### src/rtl/decoder_pkg.sv
`default_nettype none
// ============================================================================
//  Module      : decoder_pkg
//  Description : Shared definitions for the sequenced 3-to-8 decoder: FSM
//                state encoding, default parameter values and the one-hot
//                decode helper.
//  Revision    : 1.0 - initial release
// ============================================================================
package decoder_pkg;

  // Default parameter values for decoder_3x8_seq
  localparam int DEF_HOLD_CYCLES = 4;
  localparam int DEF_GAP_CYCLES  = 1;
  localparam int DEF_FIFO_DEPTH  = 4;

  // FSM state encoding
  typedef enum logic [1:0] {
    ST_IDLE  = 2'd0,
    ST_DRIVE = 2'd1,
    ST_GAP   = 2'd2
  } state_e;

  // Binary code to one-hot word: bit k set for code k
  function automatic logic [7:0] onehot8(input logic [2:0] code);
    return 8'd1 << code;
  endfunction

endpackage
`default_nettype wire

### src/rtl/decoder_3x8_seq_if.sv
`default_nettype none
// ============================================================================
//  Module      : decoder_3x8_seq_if
//  Description : Bus between a code producer (master) and decoder_3x8_seq
//                (slave).
//                  in_code    [2:0]  code to decode          (master -> slave)
//                  in_valid          in_code valid           (master -> slave)
//                  en                permit new pulse start  (master -> slave)
//                  in_ready          code accepted this cycle(slave -> master)
//                  out        [7:0]  registered one-hot word (slave -> master)
//                  busy              pulse in progress       (slave -> master)
//                  fifo_count        buffered code count     (slave -> master)
//  Revision    : 1.0 - initial release
// ============================================================================
interface decoder_3x8_seq_if #(
  parameter int FIFO_DEPTH = 4
);
  localparam int CW = $clog2(FIFO_DEPTH) + 1;

  logic [2:0]    in_code;
  logic          in_valid;
  logic          in_ready;
  logic          en;
  logic [7:0]    out;
  logic          busy;
  logic [CW-1:0] fifo_count;

  modport master (
    output in_code, in_valid, en,
    input  in_ready, out, busy, fifo_count
  );

  modport slave (
    input  in_code, in_valid, en,
    output in_ready, out, busy, fifo_count
  );

endinterface
`default_nettype wire

### src/rtl/decoder_3x8_seq_sync_fifo.sv
`default_nettype none
// ============================================================================
//  Module      : sync_fifo
//  Description : Single-clock show-ahead FIFO. dout_o presents the head entry
//                whenever the FIFO is non-empty.
//                  clk, rst         clock, synchronous active-high reset
//                  push_i / din_i   write request and data (ignored if full)
//                  pop_i            read request (ignored if empty)
//                  dout_o           head entry
//                  count_o          number of stored entries
//                  full_o, empty_o  status flags
//  Revision    : 1.0 - initial release
// ============================================================================
module sync_fifo #(
  parameter int WIDTH = 3,
  parameter int DEPTH = 4
) (
  input  logic                       clk,
  input  logic                       rst,
  input  logic                       push_i,
  input  logic [WIDTH-1:0]           din_i,
  input  logic                       pop_i,
  output logic [WIDTH-1:0]           dout_o,
  output logic [$clog2(DEPTH):0]     count_o,
  output logic                       full_o,
  output logic                       empty_o
);
  localparam int            AW         = $clog2(DEPTH);
  localparam logic [AW-1:0] C_PTR_ONE  = AW'(1);
  localparam logic [AW:0]   C_CNT_ONE  = (AW+1)'(1);
  localparam logic [AW:0]   C_CNT_FULL = (AW+1)'(DEPTH);

  logic [WIDTH-1:0] mem_q [DEPTH];
  logic [AW-1:0]    wr_ptr_q;
  logic [AW-1:0]    rd_ptr_q;
  logic [AW:0]      count_q;
  logic             w_do_push;
  logic             w_do_pop;

  assign full_o    = (count_q == C_CNT_FULL);
  assign empty_o   = (count_q == '0);
  // A push is judged against the state before the edge, so a simultaneous
  // pop does not make room for it when full.
  assign w_do_push = push_i && !full_o;
  assign w_do_pop  = pop_i && !empty_o;
  assign dout_o    = mem_q[rd_ptr_q];
  assign count_o   = count_q;

  // Storage needs no reset; pointers and count define what is valid.
  always_ff @(posedge clk) begin
    if (!rst && w_do_push) begin
      mem_q[wr_ptr_q] <= din_i;
    end
  end

  // DEPTH is a power of two, so pointers wrap naturally.
  always_ff @(posedge clk) begin
    if (rst) begin
      wr_ptr_q <= '0;
      rd_ptr_q <= '0;
      count_q  <= '0;
    end else begin
      if (w_do_push) wr_ptr_q <= wr_ptr_q + C_PTR_ONE;
      if (w_do_pop)  rd_ptr_q <= rd_ptr_q + C_PTR_ONE;
      case ({w_do_push, w_do_pop})
        2'b10:   count_q <= count_q + C_CNT_ONE;
        2'b01:   count_q <= count_q - C_CNT_ONE;
        default: count_q <= count_q;
      endcase
    end
  end

endmodule
`default_nettype wire

### src/rtl/decoder_3x8_seq.sv
`default_nettype none
// ============================================================================
//  Module      : decoder_3x8_seq
//  Description : Buffered 3-to-8 decoder that emits each accepted code as a
//                one-hot pulse of HOLD_CYCLES cycles followed by GAP_CYCLES
//                all-zero cycles, in acceptance order.
//                  clk, rst  clock, synchronous active-high reset
//                  bus       decoder_3x8_seq_if.slave (code input, en,
//                            in_ready, out, busy, fifo_count)
//  Revision    : 1.0 - initial release
// ============================================================================
module decoder_3x8_seq
  import decoder_pkg::*;
#(
  parameter int HOLD_CYCLES = DEF_HOLD_CYCLES,
  parameter int GAP_CYCLES  = DEF_GAP_CYCLES,
  parameter int FIFO_DEPTH  = DEF_FIFO_DEPTH
) (
  input  logic             clk,
  input  logic             rst,
  decoder_3x8_seq_if.slave bus
);
  localparam int         CW          = $clog2(FIFO_DEPTH) + 1;
  localparam logic [7:0] C_HOLD_LAST = 8'(HOLD_CYCLES - 1);
  localparam logic [7:0] C_GAP_LAST  = 8'((GAP_CYCLES == 0) ? 0 : GAP_CYCLES - 1);

  state_e        state_q, state_d;
  logic [7:0]    out_q, out_d;
  logic [7:0]    hold_q, hold_d;
  logic [7:0]    gap_q, gap_d;

  logic [2:0]    w_head;
  logic [CW-1:0] w_count;
  logic          w_full;
  logic          w_empty;
  logic          w_push;
  logic          w_pop;
  logic          w_can_start;
  logic          w_decide;

  assign w_push = bus.in_valid && !w_full;

  sync_fifo #(
    .WIDTH (3),
    .DEPTH (FIFO_DEPTH)
  ) u_fifo (
    .clk     (clk),
    .rst     (rst),
    .push_i  (w_push),
    .din_i   (bus.in_code),
    .pop_i   (w_pop),
    .dout_o  (w_head),
    .count_o (w_count),
    .full_o  (w_full),
    .empty_o (w_empty)
  );

  assign w_can_start = !w_empty && bus.en;

  always_comb begin
    state_d  = state_q;
    out_d    = out_q;
    hold_d   = hold_q;
    gap_d    = gap_q;
    w_pop    = 1'b0;
    w_decide = 1'b0;

    unique case (state_q)
      ST_IDLE: begin
        w_decide = 1'b1;
      end
      ST_DRIVE: begin
        if (hold_q == C_HOLD_LAST) begin
          out_d  = '0;
          hold_d = '0;
          if (GAP_CYCLES == 0) begin
            // No gap: the next pulse may start on this very edge.
            w_decide = 1'b1;
          end else begin
            state_d = ST_GAP;
            gap_d   = '0;
          end
        end else begin
          hold_d = hold_q + 8'd1;
        end
      end
      ST_GAP: begin
        if (gap_q == C_GAP_LAST) begin
          w_decide = 1'b1;
        end else begin
          gap_d = gap_q + 8'd1;
        end
      end
      default: begin
        state_d = ST_IDLE;
        out_d   = '0;
      end
    endcase

    // Shared start-or-idle decision taken from IDLE, the last DRIVE edge
    // (zero gap) and the last GAP edge.
    if (w_decide) begin
      hold_d = '0;
      gap_d  = '0;
      if (w_can_start) begin
        w_pop   = 1'b1;
        state_d = ST_DRIVE;
        out_d   = onehot8(w_head);
      end else begin
        state_d = ST_IDLE;
        out_d   = '0;
      end
    end
  end

  always_ff @(posedge clk) begin
    if (rst) begin
      state_q <= ST_IDLE;
      out_q   <= '0;
      hold_q  <= '0;
      gap_q   <= '0;
    end else begin
      state_q <= state_d;
      out_q   <= out_d;
      hold_q  <= hold_d;
      gap_q   <= gap_d;
    end
  end

  assign bus.out        = out_q;
  assign bus.busy       = (state_q == ST_DRIVE) || (state_q == ST_GAP);
  assign bus.in_ready   = !w_full;
  assign bus.fifo_count = w_count;

endmodule
`default_nettype wire

### src/flat_wrapper.sv
// flat-port wrapper written by rule: the top's interface ports become plain ports
module decoder_3x8_seq_flat import decoder_pkg::*;
#(
  parameter int HOLD_CYCLES = DEF_HOLD_CYCLES,
  parameter int GAP_CYCLES  = DEF_GAP_CYCLES,
  parameter int FIFO_DEPTH  = DEF_FIFO_DEPTH
)
  (clk, rst, bus_in_code, bus_in_valid, bus_en, bus_in_ready, bus_out, bus_busy, bus_fifo_count);
  decoder_3x8_seq_if #(.FIFO_DEPTH(FIFO_DEPTH)) bus_i ();
  input  logic clk;
  input  logic rst;
  input wire logic [$bits(bus_i.in_code)-1:0] bus_in_code;
  input wire logic [$bits(bus_i.in_valid)-1:0] bus_in_valid;
  input wire logic [$bits(bus_i.en)-1:0] bus_en;
  output wire logic [$bits(bus_i.in_ready)-1:0] bus_in_ready;
  output wire logic [$bits(bus_i.out)-1:0] bus_out;
  output wire logic [$bits(bus_i.busy)-1:0] bus_busy;
  output wire logic [$bits(bus_i.fifo_count)-1:0] bus_fifo_count;
  assign bus_i.in_code = bus_in_code;
  assign bus_i.in_valid = bus_in_valid;
  assign bus_i.en = bus_en;
  assign bus_in_ready = bus_i.in_ready;
  assign bus_out = bus_i.out;
  assign bus_busy = bus_i.busy;
  assign bus_fifo_count = bus_i.fifo_count;
  decoder_3x8_seq #(.HOLD_CYCLES(HOLD_CYCLES), .GAP_CYCLES(GAP_CYCLES), .FIFO_DEPTH(FIFO_DEPTH)) u_core (.clk(clk), .rst(rst), .bus(bus_i));
endmodule
### config.mk
export PLATFORM = sky130hd
export DESIGN_NAME = decoder_3x8_seq_flat
export DESIGN_NICKNAME = d
export VERILOG_FILES = /design/src/rtl/decoder_pkg.sv /design/src/rtl/decoder_3x8_seq_if.sv /design/src/rtl/decoder_3x8_seq_sync_fifo.sv /design/src/rtl/decoder_3x8_seq.sv /design/src/flat_wrapper.sv
export SDC_FILE = /design/constraint.sdc
export NUM_CORES = 1
export LEC_CHECK = 0
export BUFFER_PORTS_ARGS = -buffer_cell sky130_fd_sc_hd__clkbuf_2
export CAP_MARGIN = 20
export CELL_PAD_IN_SITES_DETAIL_PLACEMENT = 0
export CELL_PAD_IN_SITES_GLOBAL_PLACEMENT = 2
export CORE_ASPECT_RATIO = 0.9
export CORE_UTILIZATION = 38
export CTS_CLUSTER_SIZE = 28
export DETAILED_ROUTE_END_ITERATION = 10
export HOLD_SLACK_MARGIN = 0.06
export PLACE_DENSITY_LB_ADDON = 0.1
export REMOVE_ABC_BUFFERS = 1
export SYNTH_ARGS = -nofsm -noshare
export SYNTH_HDL_FRONTEND = slang
export SYNTH_SLANG_ARGS = --single-unit
### constraint.sdc
create_clock -name clk -period 3.2 [get_ports clk]
set_clock_uncertainty 0.15 [all_clocks]
set_input_delay 0 -clock clk [delete_from_list [all_inputs] [get_ports clk]]
set_output_delay 0 -clock clk [all_outputs]
set_load 0.05 [all_outputs]
==> results.ini, run 1 <==
[synthesis]
yosys_most_used_dff = dfxtp_1
syn_area_per_cell_um2 = 10.6
ys_ff_latch = 47
ys_async_sr_fraction_pct = 0
yosys.area.top_type_share_pct = 31.1
ys_seq_area_share_pct = 47.0
ys_warn_count = 0
synth_cells = 213
synth_area_leaders = dfxtp_1 (31%), edfxtp_1 (16%), ha_1 (6.1%)
syn-cell-area_um2 = 2260
ys_types = 49
synth_edf_count = 12
yosysTopAreaCell = dfxtp_1

[cells_and_area]
final_core_util_pct = 44.7
layout-area-overhead-vs-synth_pct = 12.8
final_cell_mix = dfxtp_1 (35), clkbuf_2 (19), nor2_1 (18)
finalNetCount = 258
insertedDiodeCount = 0
layout_commonest_cell = dfxtp_1
fillers = 536
drive_gt1_share_pct = 16.3

[worst_setup_path]
cp_cell_sequence = inv_1 > ha_1 > and4bb_1 > a21oi_2 > nor2_1 > ha_1 > inv_1 > fa_1 > xor2_1 > or3_1 > a21oi_1
max_stage_delay_ns = 0.37
cp.required_ns = 3.28
crit_fanout = 8
crit_family = adder cells
cp.arrival_ns = 2.80
start_kind = register
cp-end-kind = register
path_class = register to register
crit_buf_inv = 2
critPathSlowestCell = fa_1

[clock_tree]
clock-sinks = 47
numCtsBuffers = 5
ctsResizeCount = 0
cts_tree = done
cts.hold.buffers_added = 6
root_buffer = clkbuf_8
clockBufferDepth = 2
clk_latency_ns = 0.29
path_clk_slew_ns = 0.09
htreeDepth = 2
cts_setup_buffers = 0

[sta]
rsz0062_at_grt = no
slew_headroom_pct = 64.9
fin_crit_ns = 2.72
hold_viol = 0
final.setup.tns_ns = 0
tightest_slew_ns = 0.522
min_period_over_period_pct = 85.1
final-setup-viol-count = 0
timing.fmax_mhz = 367
fin_ws_ns = 0.477
slew_viol_final = 0

[floorplanning]
die_y_um = 75.1
core_um2 = 5690
ios = 20
die_area_um2 = 6250
start_util_pct = 39.6
num_rows = 26
die_x_um = 83.2

[routing]
drc = 0
ant_nets = 0
wl_per_cell_um = 13.4
vias_per_cell = 5.22
drtPass1Iterations = 4
vias = 1617
wl_um = 4170
drt_iter0_markers = 104

[run]
maxCapViolCount = 0

[worst_hold_path]
hold_path.class = input port to register

[placement]
portBuffers = 19
dp_slack_ns = 0.485
dpl.hpwl_um = 3090
globalplace.congestion = 0.732

[run_status]
outcome = finished clean

[power]
power_density_nw_per_um2 = 613
leakage_uw = 0.000901
vdd_drop_max_v = 0.000545

[global_route]
grt_pass1_wl_um = 7050
grt_pass1_vias = 1533
grt_usage_pct = 14.5
grt_max_degree = 15
antenna_found_initial = 0
overflow = 0

routing by layer:
layer	track usage [%]	part of all wire [%]	vias to the layer above
met4	5.75	1.1	0
met1	19.4	50	752
met5	0	0	-
met3	3.62	3.8	5
li1	-	-	833
met2	22.8	45	27
Yosys cell counts, types with 4 or more instances:
| master | instances |
|---|---|
| inv_1 | 14 |
| o21ai_0 | 8 |
| a21oi_1 | 17 |
| xnor2_1 | 4 |
| edfxtp_1 | 12 |
| nand4_1 | 6 |
| o2bb2ai_1 | 4 |
| ha_1 | 11 |
| a32o_1 | 4 |
| and2_1 | 6 |
| nand2_1 | 14 |
| xor2_1 | 4 |
| or4_1 | 4 |
| dfxtp_1 | 35 |
| nor2_1 | 18 |
| nand3_1 | 4 |
per-stage QoR:
stage / std cells / instance area (µm²) / hold slack, ns / power, µW
floorplan: 206 / 2210 / -0.0809 / 1110
global placement: 296 / 2400 / 0.0637 / 1210
detailed placement: 296 / 2400 / 0.0762 / 1230
CTS: 310 / 2540 / 0.0832 / 1580
global route: 310 / 2540 / 0.102 / 1660
finish: 310 / 2540 / 0.0887 / 1560
logic make-up (layout without fill, tap and decap cells):
kind of cell | Yosys count | after routing | share of synthesized area [%]
muxes | 5 | 5 | 3.94
buffers and inverters | 21 | 48 | 4.21
xor gates and xnor gates | 8 | 8 | 3.11
AOI/OAI and AO/OA | 48 | 48 | 14.9
DFF | 47 | 47 | 47.0
and+or+nand+nor | 72 | 72 | 19.8
adders and majority gates | 12 | 12 | 6.99
final cells by class:
cell class | instances | area, µm² | share of cell area (%)
clock buffers | 6 | 72.6 | 2.85
clock inverters | 2 | 8.76 | 0.344
inverters | 14 | 52.6 | 2.06
multi-input cells | 145 | 1100 | 43.2
flip-flops and latches | 47 | 1060 | 41.7
well taps | 70 | 87.6 | 3.44
repair buffers | 26 | 163 | 6.39
flip-flops by register name (all words and copies together), names as in the netlist, named ones only:
| name | count |
|---|---|
| u_core.u_fifo.rd_ptr_q | 2 |
| u_core.hold_q | 8 |
| u_core.gap_q | 8 |
| u_core.u_fifo.count_o | 3 |
| u_core.state_q | 2 |
| u_core.u_fifo.mem_q | 12 |
| u_core.bus.out | 8 |
| u_core.u_fifo.wr_ptr_q | 2 |
tightest hold or removal path: stages:
cell      delay, ns
clkbuf_2       0.08
o31ai_1        0.07
buf_4          0.15
or3_1          0.12
a21oi_1        0.06
power by group:
group	switching [µW]	total, µW	internal, µW
combinational	336	514	179
sequential	46.1	708	662
clock	188	338	151
final timing paths:
path,from,endpoint,slack [ns],depth (start not counted)
max reg2reg,u_core.state_q[0]$_SDFFE_PP0P_,u_core.u_fifo.count_o[2]$_SDFFE_PP0P_,0.48,11
min,bus_en,u_core.u_fifo.rd_ptr_q[0]$_SDFFE_PP0P_,0.09,5
min reg2reg,u_core.bus.out[7]$_SDFFE_PP0P_,u_core.bus.out[7]$_SDFFE_PP0P_,0.32,1
max,u_core.state_q[0]$_SDFFE_PP0P_,u_core.u_fifo.count_o[2]$_SDFFE_PP0P_,0.48,11
Note: power is estimated with default switching activity, not from simulation.
==> run 2, diff against run 1 <==
Settings changed: CORE_UTILIZATION 38 to 40, CTS_BUF_LIST from default to sky130_fd_sc_hd__clkbuf_8, GPL_ROUTABILITY_DRIVEN from default to 0.
Clock period 3.2 ns to 2.58 ns, I/O delays scaled along.
==> run 2 against run 1 <==
Effect of this change: sequential share of layout area decreased by 1.6 points; hold slack gained 0.22 ns; via count grew 7.9%; core utilization up 5.0 points; combinational power up 37%; first-iteration DRC count shrank 24%; largest cell class unchanged.
==> results.ini, run 2 (synthesis gave the netlist of run 1 again) <==
[run_status]
outcome = finished clean

[routing]
wl_per_cell_um = 15.0  ; +12%
vias_per_cell = 5.54  ; +6.1%
wl_um = 4720  ; +13%
ant_nets = 0  ; unchanged
vias = 1744  ; +7.9%
drc = 0  ; unchanged
drt_iter0_markers = 79  ; -24%
drtPass1Iterations = 4  ; unchanged

[clock_tree]
clockBufferDepth = 2  ; unchanged
path_clk_slew_ns = 0.09  ; about the same
clock-sinks = 47  ; unchanged
clk_latency_ns = 0.31  ; +0.02 ns
htreeDepth = 2  ; unchanged
numCtsBuffers = 5  ; unchanged
cts_tree = done
root_buffer = clkbuf_8

[floorplanning]
die_x_um = 81.2  ; -2.5%
core_um2 = 5350  ; -6.0%
start_util_pct = 42.2  ; +2.5 points
die_area_um2 = 5940  ; -4.9%
num_rows = 25  ; -3.8%
die_y_um = 73.2  ; -2.5%
ios = 20  ; unchanged

[sta]
fin_crit_ns = 2.48  ; -0.248 ns
hold_slack_ns = 0.311  ; +0.222 ns
tightest_slew_ns = 0.504  ; -0.0180 ns
hold_viol = 0  ; unchanged
final-setup-viol-count = 0  ; unchanged
timing.fmax_mhz = 404  ; +10%
slew_headroom_pct = 66.1  ; +1.2 points
final.setup.tns_ns = 0  ; unchanged
slew_viol_final = 0  ; unchanged
min_period_over_period_pct = 95.9  ; +11 points
rsz0062_at_grt = no

[worst_setup_path]
path_class = register to register
cp.arrival_ns = 2.56  ; -0.24 ns
crit_fanout = 2  ; -6
cp-end-kind = register
start_kind = register
cp.required_ns = 2.67  ; -0.61 ns

[worst_hold_path]
hold_path.class = input port to register

[global_route]
antenna_found_initial = 0  ; unchanged
grt_max_degree = 17  ; +2
grt_usage_pct = 17.1  ; +2.7 points
grt_pass1_wl_um = 7660  ; +8.6%
grt_pass1_vias = 1644  ; +7.2%
overflow = 0  ; unchanged

[power]
p_clk_share_pct = 26.1  ; +4.4 points
power_density_nw_per_um2 = 807  ; +32%
power_switching_uw = 773  ; +36%
p_comb_share_pct = 32.9  ; about the same
p_seq_share_pct = 41.1  ; -4.3 points
leakage_uw = 0.000955  ; +6.0%
vdd_drop_max_v = 0.000622  ; +14%
totalPowerFinal_uw = 2140  ; +37%
switching_share_pct = 36.1  ; -0.43 points
power.internal_uw = 1370  ; +38%

[run]
maxCapViolCount = 0  ; unchanged

[cells_and_area]
largest_reg_flops = 12  ; unchanged
layout-area-overhead-vs-synth_pct = 17.8
regMostFlops = u_core.u_fifo.mem_q
insertedDiodeCount = 0  ; unchanged
finalNetCount = 266  ; +3.1%
final_cell_mix = dfxtp_1 (31), clkbuf_2 (19), nor2_1 (17)
final_core_util_pct = 49.7  ; +5.0 points
drive_gt1_share_pct = 23.8  ; +7.5 points
layout_commonest_cell = dfxtp_1

[placement]
portBuffers = 19  ; unchanged
dpl.hpwl_um = 3350  ; +8.4%

[run 2: cell types whose count changed in the layout (fill, tap and decap cells not counted), sizes merged]
| cell | change |
|---|---|
| bufinv | +1 |
| inv | +2 |
| clkinv | -2 |
| clkbuf | -1 |
| dlygate4sd3 | +1 |
| buf | +7 |
[run 2: final cells by class]
type	count	area, µm²
flip-flops and latches	47	1070
clock inverters	3	45.0
repair buffers	34	225
clock buffers	5	68.8
well taps	67	83.8
multi-input cells	145	1120
fillers	500	2690
inverters	14	52.6
[run 2: layer usage]
metal / wire, µm / GRT usage [%] / up-vias
met3: 179 / 3.38 / 7
met5: 0 / 0 / -
met2: 2210 / 27.6 / 40
li1: - / - / 842
met4: 62 / 5.95 / 0
met1: 2270 / 22.8 / 855
[run 2: metrics by stage]
| step | std cells | instance area [µm²] | setup WS [ns] |
|---|---|---|---|
| after floorplan | 206 | 2210 | -0.333 |
| after global placement | 297 | 2430 | 0.154 |
| after detailed placement | 297 | 2430 | 0.0398 |
| after CTS | 312 | 2620 | 0.0308 |
| after global routing | 315 | 2660 | 0.00762 |
| final | 315 | 2660 | 0.105 |
[run 2: power by group through the flow]
stage	Sequential [µW]	Combinational [µW]	Clock [µW]
floorplan	971	401	0
global placement	890	634	0
global route	894	769	603
finish	880	705	559
CTS	879	679	575
detailed placement	896	657	0
[run 2: what timing repair did]
action / 4_1_cts / 5_1_grt
endpoints found under the hold margin: 22 / 0
pin swaps: 0 / 5
setup buffers: 0 / 3
hold buffers: 7 / 0
gates resized for setup: 1 / 10
endpoints found under the setup margin: 1 / 1
[run 2: worst max-delay path, stage by stage (launching register included)]
cell      delay, ns
dfxtp_2        0.33
inv_2          0.06
ha_2           0.17
and4bb_1       0.24
a21oi_2        0.08
nor2_2         0.13
ha_2           0.20
inv_1          0.06
fa_2           0.33
xor2_1         0.15
or3_1          0.37
a21oi_2        0.14
[run 2: final timing paths]
path                                                startpoint                               endpoint  slack [ns]  cells past startpoint
worst min-delay path                            bus_in_code[2]    u_core.u_fifo.mem_q[1][2]$_DFFE_PP_        0.31                      2
worst max register to register  u_core.state_q[0]$_SDFFE_PP0P_  u_core.u_fifo.count_o[2]$_SDFFE_PP0P_        0.10                     11
worst min register to register  u_core.bus.out[6]$_SDFFE_PP0P_         u_core.bus.out[6]$_SDFFE_PP0P_        0.33                      1
worst max-delay path            u_core.state_q[0]$_SDFFE_PP0P_  u_core.u_fifo.count_o[2]$_SDFFE_PP0P_        0.10                     11
